===== src/rtl/fetch_pkg.sv =====
// Shared types and default constants for the MIPS instruction-fetch stage.
package fetch_pkg;

    typedef enum logic [1:0] {
        FETCH = 2'd0,
        BUF   = 2'd1,
        DROP  = 2'd2
    } fetch_state_t;

    localparam logic [31:0] DEFAULT_RESET_PC  = 32'h0000_0000;
    localparam logic [31:0] DEFAULT_NOP_INSTR = 32'h0000_0000;

endpackage


===== src/rtl/fetch_stage_ifid_reg.sv =====
// IF/ID pipeline register: flush (bubble) beats load, load beats hold.
module ifid_reg
    import fetch_pkg::*;
#(
    parameter logic [31:0] NOP_INSTR = DEFAULT_NOP_INSTR
) (
    input  logic        clk,
    input  logic        rst,
    input  logic        load,
    input  logic        flush,
    input  logic        next_valid,
    input  logic [31:0] next_instr,
    input  logic [31:0] next_pc_plus4,
    output logic        valid,
    output logic [31:0] instr,
    output logic [31:0] pc_plus4
);

    always_ff @(posedge clk) begin
        if (rst || flush) begin
            valid    <= 1'b0;
            instr    <= NOP_INSTR;
            pc_plus4 <= '0;
        end else if (load) begin
            valid    <= next_valid;
            instr    <= next_instr;
            pc_plus4 <= next_pc_plus4;
        end
    end

endmodule


===== src/rtl/fetch_stage.sv =====
// IF stage: PC, instruction-memory handshake, one-entry fetch buffer, IF/ID register.
// Optional macro FETCH_PERF_EN adds stall and dropped-ack performance counters.
module fetch_stage
    import fetch_pkg::*;
#(
    parameter logic [31:0] RESET_PC  = DEFAULT_RESET_PC,
    parameter logic [31:0] NOP_INSTR = DEFAULT_NOP_INSTR
) (
    input  logic        clk_i,
    input  logic        rst_i,
    input  logic        pc_write_i,
    input  logic        ifid_hold_i,
    input  logic        if_flush_i,
    input  logic        branch_taken_i,
    input  logic [31:0] branch_target_i,
    output logic        imem_req_o,
    output logic [31:0] imem_addr_o,
    input  logic        imem_ack_i,
    input  logic [31:0] imem_data_i,
    output logic [31:0] pc_o,
    output logic        ifid_valid_o,
    output logic [31:0] ifid_instr_o,
    output logic [31:0] ifid_pc_plus4_o
`ifdef FETCH_PERF_EN
    ,
    output logic [31:0] perf_stall_cnt_o,
    output logic [31:0] perf_drop_cnt_o
`endif
);

    fetch_state_t state, state_next;
    logic [31:0]  pc, pc_next;
    logic [31:0]  drop_addr, drop_addr_next;
    logic [31:0]  buf_data, buf_data_next;
    logic [31:0]  pc_plus4;
    logic [31:0]  redirect_pc;
    logic         advance;
    logic         ifid_load;
    logic         ifid_next_valid;
    logic [31:0]  ifid_next_instr;
    logic [31:0]  ifid_next_pc_plus4;

    assign advance     = pc_write_i & ~ifid_hold_i;
    assign pc_plus4    = pc + 32'd4;
    assign redirect_pc = branch_target_i & 32'hFFFF_FFFC;

    // A request abandoned by a redirect keeps its original address until acked.
    assign imem_req_o  = (state != BUF) & ~rst_i;
    assign imem_addr_o = (state == DROP) ? drop_addr : pc;
    assign pc_o        = pc;

    always_comb begin
        state_next         = state;
        pc_next            = pc;
        drop_addr_next     = drop_addr;
        buf_data_next      = buf_data;
        ifid_load          = 1'b0;
        ifid_next_valid    = 1'b0;
        ifid_next_instr    = NOP_INSTR;
        ifid_next_pc_plus4 = '0;

        unique case (state)
            FETCH: begin
                if (branch_taken_i) begin
                    pc_next   = redirect_pc;
                    ifid_load = advance;
                    if (!imem_ack_i) begin
                        state_next     = DROP;
                        drop_addr_next = pc;
                    end
                end else if (imem_ack_i) begin
                    if (advance) begin
                        ifid_load          = 1'b1;
                        ifid_next_valid    = 1'b1;
                        ifid_next_instr    = imem_data_i;
                        ifid_next_pc_plus4 = pc_plus4;
                        pc_next            = pc_plus4;
                    end else begin
                        buf_data_next = imem_data_i;
                        state_next    = BUF;
                    end
                end else begin
                    ifid_load = advance;
                end
            end
            BUF: begin
                if (branch_taken_i) begin
                    pc_next       = redirect_pc;
                    buf_data_next = NOP_INSTR;
                    ifid_load     = advance;
                    state_next    = FETCH;
                end else if (advance) begin
                    ifid_load          = 1'b1;
                    ifid_next_valid    = 1'b1;
                    ifid_next_instr    = buf_data;
                    ifid_next_pc_plus4 = pc_plus4;
                    pc_next            = pc_plus4;
                    buf_data_next      = NOP_INSTR;
                    state_next         = FETCH;
                end
            end
            DROP: begin
                ifid_load = advance;
                if (branch_taken_i) begin
                    pc_next = redirect_pc;
                end
                if (imem_ack_i) begin
                    state_next = FETCH;
                end
            end
            default: begin
                state_next = FETCH;
            end
        endcase
    end

    always_ff @(posedge clk_i) begin
        if (rst_i) begin
            state     <= FETCH;
            pc        <= RESET_PC;
            drop_addr <= RESET_PC;
            buf_data  <= NOP_INSTR;
        end else begin
            state     <= state_next;
            pc        <= pc_next;
            drop_addr <= drop_addr_next;
            buf_data  <= buf_data_next;
        end
    end

    ifid_reg #(
        .NOP_INSTR (NOP_INSTR)
    ) u_ifid_reg (
        .clk           (clk_i),
        .rst           (rst_i),
        .load          (ifid_load),
        .flush         (if_flush_i),
        .next_valid    (ifid_next_valid),
        .next_instr    (ifid_next_instr),
        .next_pc_plus4 (ifid_next_pc_plus4),
        .valid         (ifid_valid_o),
        .instr         (ifid_instr_o),
        .pc_plus4      (ifid_pc_plus4_o)
    );

`ifdef FETCH_PERF_EN
    logic        ack_dropped;
    logic [31:0] stall_cnt;
    logic [31:0] drop_cnt;

    assign ack_dropped = imem_ack_i &
                         (((state == FETCH) & branch_taken_i) | (state == DROP));

    // Both counters saturate rather than wrap.
    always_ff @(posedge clk_i) begin
        if (rst_i) begin
            stall_cnt <= '0;
            drop_cnt  <= '0;
        end else begin
            if (!advance && (stall_cnt != 32'hFFFF_FFFF)) begin
                stall_cnt <= stall_cnt + 32'd1;
            end
            if (ack_dropped && (drop_cnt != 32'hFFFF_FFFF)) begin
                drop_cnt <= drop_cnt + 32'd1;
            end
        end
    end

    assign perf_stall_cnt_o = stall_cnt;
    assign perf_drop_cnt_o  = drop_cnt;
`endif

endmodule


===== config.mk =====
export PLATFORM = sky130hd
export DESIGN_NAME = fetch_stage
export DESIGN_NICKNAME = d
export VERILOG_FILES = /design/src/rtl/fetch_pkg.sv /design/src/rtl/fetch_stage_ifid_reg.sv /design/src/rtl/fetch_stage.sv
export SDC_FILE = /design/constraint.sdc
export NUM_CORES = 1
export LEC_CHECK = 0
export BUFFER_PORTS_ARGS = -buffer_cell sky130_fd_sc_hd__buf_4
export CAP_MARGIN = 30
export CORE_ASPECT_RATIO = 1.75
export CORE_UTILIZATION = 59
export CTS_BUF_LIST = sky130_fd_sc_hd__clkbuf_8
export DETAILED_ROUTE_END_ITERATION = 8
export GPL_TIMING_DRIVEN = 1
export PLACE_DENSITY = 0.88
export SLEW_MARGIN = 10
export SYNTH_ARGS = -nofsm -noshare
export SYNTH_HDL_FRONTEND = slang
export SYNTH_HIERARCHICAL = 1
export SYNTH_SLANG_ARGS = --single-unit

===== constraint.sdc =====
create_clock -name clk_i -period 3.19 [get_ports clk_i]
set_input_delay 0.1595 -clock clk_i [delete_from_list [all_inputs] [get_ports clk_i]]
set_output_delay 0.1595 -clock clk_i [all_outputs]
set_load 0.02 [all_outputs]

==> impl_metrics.tcl, run 1 <==
set metrics [dict create \
    grt_max_degree 60 \
    die_w_um 89.2 \
    outcome "finished clean" \
    power.leakage_nw 4.13 \
    netlist_instances 1007 \
    overflow 0 \
    ctsResizeCount 0 \
    cts_root_buf "clkbuf_8" \
    area_delta_synth_final_pct 27.6 \
    wl_per_cell_um 17.7 \
    cts_buffer_depth 2 \
    max_slew.worst_pin.slew_ns 0.864 \
    cp.required_ns 3.57 \
    synth_area_leaders "dfxtp_1 (41%), nand2_1 (9.6%), mux2i_1 (8.7%)" \
    cts_tree "yes" \
    grt_pass1_wl_mm 37.6 \
    finalMaxSlewViolations 0 \
    yosys.area.top_type_share_pct 40.5 \
    post_dp_cell_area_um2 9230 \
    drc 0 \
    place_congestion 0.982 \
    syn_area_um2 7860 \
    crit_fanout 12 \
    insertedDiodeCount 0 \
    synthArstFlopShare_pct 0 \
    io_pins 201 \
    coreArea_um2 12900 \
    fin_area_um2 10000 \
    synth.yosys.seq_area_share_pct 40.5 \
    reg2reg_to "pc_o[20]" \
    max_slew_margin_pct 42.2 \
    met3_usage_pct 9.55 \
    hp-start "branch_target_i[27]" \
    whs_path_depth 3 \
    rsz0062_at_grt "no" \
    met1_usage_pct 36.9 \
    period_minus_slack_ns 2.53 \
    yosysUniqueCellTypes 52 \
    grt_use_met2_pct 61.8 \
    yosysWarnings 6 \
    hold_path_class "input port to flip-flop" \
    skew_ns 0.0168 \
    hold_path_end "pc_o[27]" \
    synth_top_area_cell "dfxtp_1" \
    ant_nets 0 \
    power_density_nw_per_um2 446 \
    clock_sinks 159 \
    final_hold_viol_count 0 \
    worstPathArrival_ns 2.90 \
    start_util_pct 60.7 \
    setup.worst_path.start_class "flip-flop" \
    tns_ns 0 \
    drive_gt1_share_pct 21.8 \
    post_drt_via_cell_ratio 5.83 \
    setup_viol 0 \
    cp-end-kind "flip-flop" \
    firstDrtPassIters 6 \
    grt_pass1_vias 7874 \
    crit_type "flip-flop to flip-flop" \
    top_usage_layer "met2" \
    die_y_um 155 \
    clk_pin_slew_ns 0.09 \
    post-route-period-util_pct 79.2 \
    syn_area_per_cell_um2 7.80 \
    grtUsageTotal_pct 35.2 \
    insertion_delay_ns 0.46 \
    antenna_found_initial 0 \
    dieArea_um2 13800 \
    r2r_cells 6 \
    final_nets 1257 \
    cts_buffers 17 \
    synth-seq-cells 159 \
    cts_setup_buffers 0 \
    h-tree-depth 4 \
    placementRows 55 \
    rr_startpoint "state[0]" \
    ir_drop_mv 0.413 \
    wirelength_mm 24.2 \
    dpl.hpwl_mm 15.6 \
    num_vias 7983 \
    max_freq_ghz 0.396 \
    drv_cap 0 \
    reg2reg_setup_slack_ns 0.67 \
    synth_edf_count 0 \
    drt_iter0_markers 743 \
    synthFlopType "dfxtp_1" \
    numPortBuffers 194 \
]
cell families (layout without fill, tap and decap cells):
family          Yosys count  count (layout)  synth area share (%)
mux                      68              68                  8.66
simple gates            446             446                  24.6
buf+inv                 107             293                  6.89
compound gates          198             198                  16.1
other cells               1               6                0.0477
xor+xnor                 27              27                  3.01
fa+ha+maj                 1               1                 0.159
flops                   159             159                  40.5
worst max-delay path, cell delays in order, from the launching register on:
cell	delay (ns)
dfxtp_1	0.42
nand2b_1	0.23
and2_0	0.29
nor2_1	0.72
buf_4	0.32
nand2_1	0.22
o211ai_1	0.26
through the flow:
| step | hold slack [ns] | cells | setup slack (ns) | total power [mW] | utilization (%) |
|---|---|---|---|---|---|
| 2_1_floorplan | 0.298 | 1012 | 1.16 | 2.65 | - |
| 3_3_place_gp | 0.421 | 1298 | 0.836 | 2.89 | 71.4 |
| 3_5_place_dp | 0.426 | 1298 | 0.818 | 2.91 | 71.4 |
| 4_1_cts | 0.00327 | 1369 | 0.790 | 4.46 | 77.5 |
| 5_1_grt | 0.00581 | 1369 | 0.522 | 4.64 | 77.5 |
| 6_report | 0.0233 | 1369 | 0.665 | 4.47 | 77.5 |
report_power, final:
part	switching [mW]	internal [mW]	total, mW
registers	0.113	2.07	2.19
clock network	0.809	0.732	1.54
logic	0.430	0.315	0.745
state kept, by name, summed over array words and instances, names as in the netlist:
register,flops
u_ifid_reg/pc_plus4,32
state,2
u_ifid_reg/instr,32
buf_data,32
drop_addr,30
u_ifid_reg/valid,1
pc_o,30
what timing repair did:
action | in CTS | in global routing
hold buffers | 39 | 0
hold endpoints to repair | 39 | 0
setup endpoints to repair | 0 | 0
synthesized netlist by cell type (7+ instances only):
| cell | number |
|---|---|
| buf_4 | 11 |
| nand4_1 | 13 |
| inv_1 | 8 |
| buf_6 | 11 |
| buf_2 | 12 |
| nand3_1 | 24 |
| nand2_1 | 200 |
| o21a_1 | 9 |
| nor3_1 | 7 |
| a21oi_1 | 82 |
| a22o_1 | 35 |
| dfxtp_1 | 159 |
| nor2_1 | 148 |
| or3_1 | 9 |
| xnor2_1 | 14 |
| mux2i_1 | 68 |
| clkbuf_1 | 62 |
| a31oi_1 | 14 |
| o21ai_0 | 26 |
| xor2_1 | 13 |
how the worst max path moves through the flow:
stage,start,end,slack (ns),cells past startpoint
after global placement,state[0],pc_o[20],0.84,6
after floorplan,pc_o[2],pc_o[26],1.16,6
after detailed placement,state[0],pc_o[20],0.82,6
after global routing,state[0],pc_o[13],0.52,6
after CTS,state[0],pc_o[20],0.79,6
final,state[0],pc_o[20],0.67,6
cells in the final DEF, fill, tap and decap left out, types with 13 or more instances in the layout:
master         count
mux2i_1           68
nand2_1          200
xnor2_1           14
o21ai_0           26
dfxtp_1          159
nor2_1           148
dlygate4sd3_1     39
a22o_1            35
clkbuf_8          18
nand4_1           13
a21oi_1           79
nand3_1           24
buf_4            213
a31oi_1           14
xor2_1            13
area by class of cell:
cell class	instances	area, µm²
clock buffers	18	248
clock inverters	14	158
fillers	956	2910
inverters	8	30.0
multi-input cells	746	4190
flip-flops and latches	159	3180
well taps	171	214
repair buffers	253	2010
layer usage:
layer,routed length (µm),part of all wire (%)
met2,12500,52
met3,2160,8.9
met4,1030,4.2
met5,0,0
met1,8540,35
(Power assumes the default switching activity.)
==> run 2, diff against run 1 <==
--- a/config.mk
+++ b/config.mk
@@ -8,11 +8,11 @@
 export BUFFER_PORTS_ARGS = -buffer_cell sky130_fd_sc_hd__buf_4
 export CAP_MARGIN = 30
 export CORE_ASPECT_RATIO = 1.75
-export CORE_UTILIZATION = 59
+export CORE_UTILIZATION = 50
 export CTS_BUF_LIST = sky130_fd_sc_hd__clkbuf_8
 export DETAILED_ROUTE_END_ITERATION = 8
 export GPL_TIMING_DRIVEN = 1
-export PLACE_DENSITY = 0.88
+export PLACE_DENSITY = 0.79
 export SLEW_MARGIN = 10
 export SYNTH_ARGS = -nofsm -noshare
 export SYNTH_HDL_FRONTEND = slang
==> constraint.sdc (replaced) <==
create_clock -name clk_i -period 2.3 [get_ports clk_i]
set_input_delay 0.115 -clock clk_i [delete_from_list [all_inputs] [get_ports clk_i]]
set_output_delay 0.115 -clock clk_i [all_outputs]
set_load 0.02 [all_outputs]
==> run 2 against run 1 <==
Register-to-register slack lost 0.49 ns. Via count shrank 0.59%. Fmax increased by 19%. Critical endpoint is now u_ifid_reg/pc_plus4[30]. Largest cell class unchanged. Highest routed layer unchanged.
==> impl_metrics.tcl, run 2 (synthesized netlist as in run 1, its figures left out) <==
set metrics [dict create \
    drive_gt1_share_pct 23.9 \
    post_dp_cell_area_um2 9550 \
    nFillCells 1327 \
    postCtsHoldBufs 44 \
    power.leakage_nw 4.35 \
    clk_pin_slew_ns 0.09 \
    io_pins 201 \
    die_w_um 96.8 \
    grt_pass1_wl_mm 38.9 \
    post-route-period-util_pct 92.2 \
    crit_fanout 6 \
    crit_chain "ha_1, nand4_1, nor2_1, nand4_1, xor2_1, nor2_1, mux2i_1, nor2_1" \
    switching_share_pct 29.8 \
    max_stage_delay_ns 0.43 \
    coreArea_um2 15400 \
    cp_num_buf_inv 0 \
    overflow 0 \
    cts_buffers 17 \
    rsz0062_at_grt "no" \
    max_freq_ghz 0.472 \
    dp.cells 1348 \
    fin_cells 1424 \
    fin_area_um2 10400 \
    dieArea_um2 16200 \
    drt_iter0_markers 416 \
    grtUsageTotal_pct 29.4 \
    final_common_cell "buf_4" \
    cp-end-kind "flip-flop" \
    wirelength_mm 24.0 \
    seqPwrFrac_pct 47.5 \
    die_y_um 168 \
    top_regs "buf_data: 32 flops, u_ifid_reg/instr: 32 flops, u_ifid_reg/pc_plus4: 32 flops" \
    p_clk_share_pct 34.1 \
    power_density_nw_per_um2 602 \
    skew_ns 0.0133 \
    final_util_pct 67.6 \
    cts_setup_buffers 0 \
    ir_drop_mv 0.397 \
    numPortBuffers 194 \
    max_slew.worst_pin.slew_ns 0.838 \
    cp.required_ns 2.64 \
    worstPathArrival_ns 2.46 \
    tns_ns 0 \
    finalMaxSlewViolations 0 \
    final_nets 1297 \
    p_comb_share_pct 18.4 \
    final_hold_viol_count 0 \
    place_congestion 0.908 \
    placementRows 60 \
    setup_viol 0 \
    num_vias 7936 \
    cp_top_family "simple AND/OR/NAND/NOR gates" \
    area_delta_synth_final_pct 32.3 \
    start_util_pct 51.1 \
    cts_buffer_depth 2 \
    grt_pass1_vias 8070 \
    ctsResizeCount 0 \
    crit_type "flip-flop to flip-flop" \
    cpMostUsedCell "nor2_1" \
    firstDrtPassIters 5 \
    cts_tree "yes" \
    insertedDiodeCount 0 \
    drv_cap 0 \
    period_minus_slack_ns 2.12 \
    setup_slack_ns 0.180 \
    antenna_found_initial 0 \
    max_slew_margin_pct 44.0 \
    clock_sinks 159 \
    cpMaxStageDelayCell "nor2_1" \
    place_ws_ns 0.272 \
    cts_root_buf "clkbuf_8" \
    outcome "finished clean" \
    final_cell_mix "buf_4 (245), nand2_1 (200), dfxtp_1 (159)" \
    wl_per_cell_um 16.9 \
    grt_max_degree 40 \
    reg2reg_setup_slack_ns 0.18 \
    dpl.hpwl_mm 16.6 \
    h-tree-depth 4 \
    setup.worst_path.start_class "flip-flop" \
    hold_path_class "input port to flip-flop" \
    drc 0 \
    post_drt_via_cell_ratio 5.57 \
    power.switching_mw 1.87 \
    ant_nets 0 \
    insertion_delay_ns 0.44 \
    p_int_mw 4.39 \
]
## run 2: tightest hold or removal path: stages
cell and delay [ns]:
buf_4 0.09, a31oi_1 0.08, a31oi_1 0.14
## run 2: layout make-up
type | instances | area (µm²) | area share [%]
tap | 186 | 233 | 2.24
clock buffer | 18 | 248 | 2.38
inverter | 8 | 30.0 | 0.289
multi-input combinational | 746 | 4190 | 40.3
sequential | 159 | 3180 | 30.6
clock inverter | 14 | 158 | 1.52
timing repair buffer | 293 | 2360 | 22.7
## run 2: metrics by stage
stage	power (mW)	hold WS [ns]
after floorplan	3.67	0.254
after global placement	4.09	0.377
after detailed placement	4.11	0.382
after CTS	6.29	0.00910
after global routing	6.51	0.0319
final	6.25	0.0255
## run 2: worst paths after layout
check / startpoint / cells after the start / to
worst max-delay path: pc_o[2] / 8 / u_ifid_reg/pc_plus4[30]
worst min-delay path: branch_target_i[26] / 3 / pc_o[26]
worst max register to register: pc_o[2] / 8 / u_ifid_reg/pc_plus4[30]
worst min register to register: drop_addr[19] / 2 / drop_addr[19]
## run 2: per-layer routing
metal  vias up  track usage [%]  share of wire (%)
met3        84             5.52                6.2
li1       3846                -                  -
met2       310             54.5                 52
met5         -                0                  0
met4         0             17.7                4.9
met1      3696             30.3                 37
## run 2: power by group through the flow
stage,logic [mW],clock network (mW),registers [mW]
6_report,1.15,2.13,2.97
4_1_cts,1.14,2.17,2.97
3_5_place_dp,1.08,0,3.04
3_3_place_gp,1.06,0,3.03
5_1_grt,1.24,2.28,2.99
2_1_floorplan,0.619,0,3.05
